File: src/rtl/mod_tx_commut.sv
// Wide-to-narrow transmit commutator: splits IN_WIDTH-bit words into OUT_WIDTH-bit beats,
// LSB slice first, with a one-word holding buffer so back-to-back words stream without gaps.
module mod_tx_commut #(
  parameter int IN_WIDTH  = 32,
  parameter int OUT_WIDTH = 8
) (
  input  logic                 clk,
  input  logic                 rst,
  input  logic [IN_WIDTH-1:0]  in_bus,
  input  logic                 in_valid,
  output logic                 in_ready,
  output logic [OUT_WIDTH-1:0] out_bus,
  output logic                 out_valid,
  input  logic                 out_ready,
  output logic                 out_last,
  output logic                 ready
);

  localparam int BEATS = IN_WIDTH / OUT_WIDTH;
  localparam int CW    = $clog2(BEATS);
  localparam logic [CW-1:0] LAST = CW'(BEATS - 1);

  typedef enum logic {IDLE, SEND} state_t;

  state_t                state, state_nx;
  logic [IN_WIDTH-1:0]   sh, sh_nx;
  logic [IN_WIDTH-1:0]   hold, hold_nx;
  logic                  hold_vld, hold_vld_nx;
  logic [CW-1:0]         cnt, cnt_nx;
  logic                  ready_nx;
  logic                  accept, take, at_last;

  // in_ready depends only on registered state, so the sink cannot form a comb loop through us.
  assign in_ready  = !hold_vld;
  assign out_valid = (state == SEND);
  assign at_last   = (cnt == LAST);
  assign out_last  = out_valid && at_last;
  assign out_bus   = sh[OUT_WIDTH-1:0];
  assign accept    = in_valid && in_ready;
  assign take      = out_valid && out_ready;

  always_ff @(posedge clk) begin
    if (rst) begin
      state    <= IDLE;
      sh       <= '0;
      hold     <= '0;
      hold_vld <= 1'b0;
      cnt      <= '0;
      ready    <= 1'b0;
    end else begin
      state    <= state_nx;
      sh       <= sh_nx;
      hold     <= hold_nx;
      hold_vld <= hold_vld_nx;
      cnt      <= cnt_nx;
      ready    <= ready_nx;
    end
  end

  always_comb begin
    state_nx    = state;
    sh_nx       = sh;
    hold_nx     = hold;
    hold_vld_nx = hold_vld;
    cnt_nx      = cnt;
    ready_nx    = 1'b0;
    case (state)
      IDLE: begin
        if (accept) begin
          sh_nx    = in_bus;
          cnt_nx   = '0;
          state_nx = SEND;
        end
      end
      SEND: begin
        if (take && at_last) begin
          ready_nx = 1'b1;
          cnt_nx   = '0;
          // A full hold blocks accept, so draining it never races a new word.
          if (hold_vld) begin
            sh_nx       = hold;
            hold_vld_nx = 1'b0;
          end else if (accept) begin
            sh_nx = in_bus;
          end else begin
            state_nx = IDLE;
          end
        end else begin
          if (take) begin
            sh_nx  = sh >> OUT_WIDTH;
            cnt_nx = cnt + 1'b1;
          end
          if (accept) begin
            hold_nx     = in_bus;
            hold_vld_nx = 1'b1;
          end
        end
      end
      default: state_nx = IDLE;
    endcase
  end

endmodule

File: config.mk
export PLATFORM = sky130hd
export DESIGN_NAME = mod_tx_commut
export DESIGN_NICKNAME = d
export VERILOG_FILES = /design/src/rtl/mod_tx_commut.sv
export SDC_FILE = /design/constraint.sdc
export NUM_CORES = 1
export LEC_CHECK = 0
export ABC_AREA = 1
export CORE_MARGIN = 8
export CORE_UTILIZATION = 35
export CTS_CLUSTER_SIZE = 20
export DETAILED_ROUTE_END_ITERATION = 10
export GPL_ROUTABILITY_DRIVEN = 0
export GPL_TIMING_DRIVEN = 0
export HOLD_SLACK_MARGIN = 0.08
export MAX_ROUTING_LAYER = met4
export PLACE_DENSITY = 0.65
export SLEW_MARGIN = 20
export SYNTH_ARGS = -nofsm -noshare
export SYNTH_HDL_FRONTEND = slang
export SYNTH_SLANG_ARGS = --single-unit
File: constraint.sdc
create_clock -name clk -period 2.6 [get_ports clk]
set_clock_uncertainty 0.1 [all_clocks]
set_input_delay 0.52 -clock clk [delete_from_list [all_inputs] [get_ports clk]]
set_output_delay 0.52 -clock clk [all_outputs]
set_load 0.02 [all_outputs]
==> results.sh <==
export IMPL_status="complete, no violations"
export IMPL_rsz0062_at_grt="no"
export IMPL_yosysSeqAreaShare_pct=38.1
export IMPL_pin_count=48
export IMPL_drt_iter0_markers=264
export IMPL_syn2layout_area_growth_pct=24.8
export IMPL_port_buffers=47
export IMPL_min_to="hold[5]"
export IMPL_finalNetCount=672
export IMPL_hold_violations=0
export IMPL_postSynthCellCount=578
export IMPL_synth_area_leader_cell="dfxtp_1"
export IMPL_core_area_um2=10200
export IMPL_synth_seq_cells=69
export IMPL_place_hpwl_um=7890
export IMPL_worst_path_max_fanout=4
export IMPL_wl_per_cell_um=14.2
export IMPL_slowest_stage="clkdlybuf4s50_1"
export IMPL_drc_errors=0
export IMPL_grt_max_degree=20
export IMPL_start_util_pct=35.6
export IMPL_ys_types=21
export IMPL_final_cells=776
export IMPL_mostFrequentLayoutCell="nand2_1"
export IMPL_crit_type="reg -> out"
export IMPL_holdWs_ns=0.354
export IMPL_grt_pass1_wl_um=18000
export IMPL_yosys_warnings=0
export IMPL_ctsHoldBuffers=0
export IMPL_insertion_delay_ns=0.36
export IMPL_power_density_nw_per_um2=626
export IMPL_startpoint_type="flop"
export IMPL_cp_slowest_stage_delay_ns=0.60
export IMPL_cts_tree="yes"
export IMPL_fin_tns_setup_ns=0
export IMPL_rr_startpoint="out_valid"
export IMPL_power_mw=2.83
export IMPL_vdd_drop_max_mv=0.296
export IMPL_critical_path_cell_chain="ha_1, nand2_1, inv_1, clkdlybuf4s50_1"
export IMPL_antenna_found_initial=0
export IMPL_syn_area_per_cell_um2=6.27
export IMPL_worst_path_buf_inv=2
export IMPL_hold_class="reg -> reg"
export IMPL_r2r_end="sh[8]"
export IMPL_wl_um=11000
export IMPL_numClockSinks=69
export IMPL_numPlacedInstances=761
export IMPL_netlist_top_cells_area="dfxtp_1 38%, nand2_1 16%, o21ai_0 9.7%"
export IMPL_num_antenna_cells=0
export IMPL_cp_top_family="buffers and inverters"
export IMPL_grt_pass1_vias=3721
export IMPL_synth_top_cell_area_share_pct=38.1
export IMPL_grtUsageTotal_pct=16.2
export IMPL_dieWidth_um=118
export IMPL_worst_r2r_cell_count=7
export IMPL_die_h_um=118
export IMPL_hp_start="hold[5]"
export IMPL_via_per_inst=4.98
export IMPL_grt_ovfl_total=0
export IMPL_timing_final_crit_period_ns=2.36
export IMPL_drive_gt1_share_pct=7.81
export IMPL_arrival_ns=1.74
export IMPL_row_count=37
export IMPL_clock_root_buffer="clkbuf_8"
export IMPL_setup_viol=0
export IMPL_max_slew_margin_pct=61.4
export IMPL_die_area_um2=13900
export IMPL_synth_nets=615
export IMPL_worst_pin_slew_ns=0.579
export IMPL_clk_pin_slew_ns=0.08
export IMPL_final_cell_mix="156 x nand2_1, 73 x nor2_1, 70 x o21ai_0, 69 x dfxtp_1, 57 x a21oi_1"
export IMPL_htreeDepth=3
export IMPL_drv_slew=0
export IMPL_via_count=3862
export IMPL_drv_cap=0
export IMPL_finalCritPeriodShare_pct=90.7
export IMPL_drtPass1Iterations=5
export IMPL_syn_cell_area_um2=3620
export IMPL_clock_path_buffers=2
export IMPL_max_freq_mhz=424
export IMPL_endpoint_kind="primary output"
export IMPL_cts_buffers=9
export IMPL_antenna_left=0
export IMPL_p_leak_nw=1.99
export IMPL_hold_depth=2
export IMPL_r2r_setup_slack_ns=0.77
export IMPL_cp_required_ns=1.98
[synthesized netlist by cell type]
library cell / count
a21oi_1: 57
a31oi_1: 1
buf_2: 16
buf_4: 8
buf_6: 3
clkbuf_1: 19
dfxtp_1: 69
ha_1: 1
inv_1: 49
inv_2: 2
inv_4: 1
nand2_1: 156
nand2_2: 1
nand3_1: 45
nand3_4: 1
nand4_1: 1
nor2_1: 73
nor2_2: 2
o21ai_0: 70
o21ai_1: 2
or2_1: 1
[repair_timing]
item | in CTS | in global routing
buffers inserted | 0 | 0
resized for setup | 0 | 1
setup endpoints to repair | 1 | 1
endpoints found under the hold margin | 0 | 0
[worst max path at each step]
| stage | startpoint | cells after the start | slack (ns) | end |
|---|---|---|---|---|
| 2_1_floorplan | out_valid | 4 | 0.88 | out_last |
| 3_3_place_gp | in_valid | 8 | 0.22 | sh[13] |
| 3_5_place_dp | rst | 6 | 0.18 | hold[27] |
| 4_1_cts | hold_vld | 4 | 0.08 | in_ready |
| 5_1_grt | cnt[0] | 4 | 0.13 | out_last |
| 6_report | cnt[1] | 4 | 0.24 | out_last |
[layer usage]
metal	track usage (%)	wire, um
met1	20.1	5150
met2	25.9	5090
met3	2.83	566
met4	6.16	192
met5	-	0
[state kept, by name, indices dropped and copies added, names as in the netlist]
name and count:
hold 32, sh 32, cnt 2, hold_vld 1
out_valid 1, ready 1
[final cells by class]
cell class / count / area [um^2]
tap: 136 / 170
buffer: 45 / 241
inverter: 52 / 198
sequential: 69 / 1380
fill: 1078 / 5670
multi-input combinational: 411 / 1800
clock inverter: 5 / 106
timing repair buffer: 47 / 473
clock buffer: 11 / 151
[where the power goes]
part | total [mW] | internal [mW] | leakage, nW | switching (mW)
Combinational | 0.518 | 0.214 | 1.29 | 0.304
Clock | 1.12 | 0.691 | 0.126 | 0.433
Sequential | 1.19 | 1.14 | 0.567 | 0.0497
Total | 2.83 | 2.04 | 1.99 | 0.787
[worst register-to-register path: stages, from the launching register on]
cell,delay [ns]
dfxtp_1,0.38
buf_6,0.22
inv_4,0.09
or2_1,0.20
buf_2,0.14
clkbuf_1,0.27
o21ai_0,0.26
a21oi_1,0.07
[through the flow]
step / utilization [%] / instance area (um^2) / setup WS [ns]
6_report: 44.4 / 4520 / 0.241
5_1_grt: 44.4 / 4520 / 0.127
4_1_cts: 44.3 / 4520 / 0.0753
3_5_place_dp: 41.9 / 4260 / 0.183
3_3_place_gp: 41.9 / 4260 / 0.224
2_1_floorplan: - / 3620 / 0.878
[kinds of logic (layout without fill, tap and decap cells)]
logic type	count (synthesis)	in the layout	share of synthesized area, %
and+or+nand+nor	280	280	31.3
AOI/OAI and AO/OA	130	130	18.0
buffers and inverters	98	160	12.2
DFF	69	69	38.1
adders and majority gates	1	1	0.345
Power figures use the tool's default switching activity.
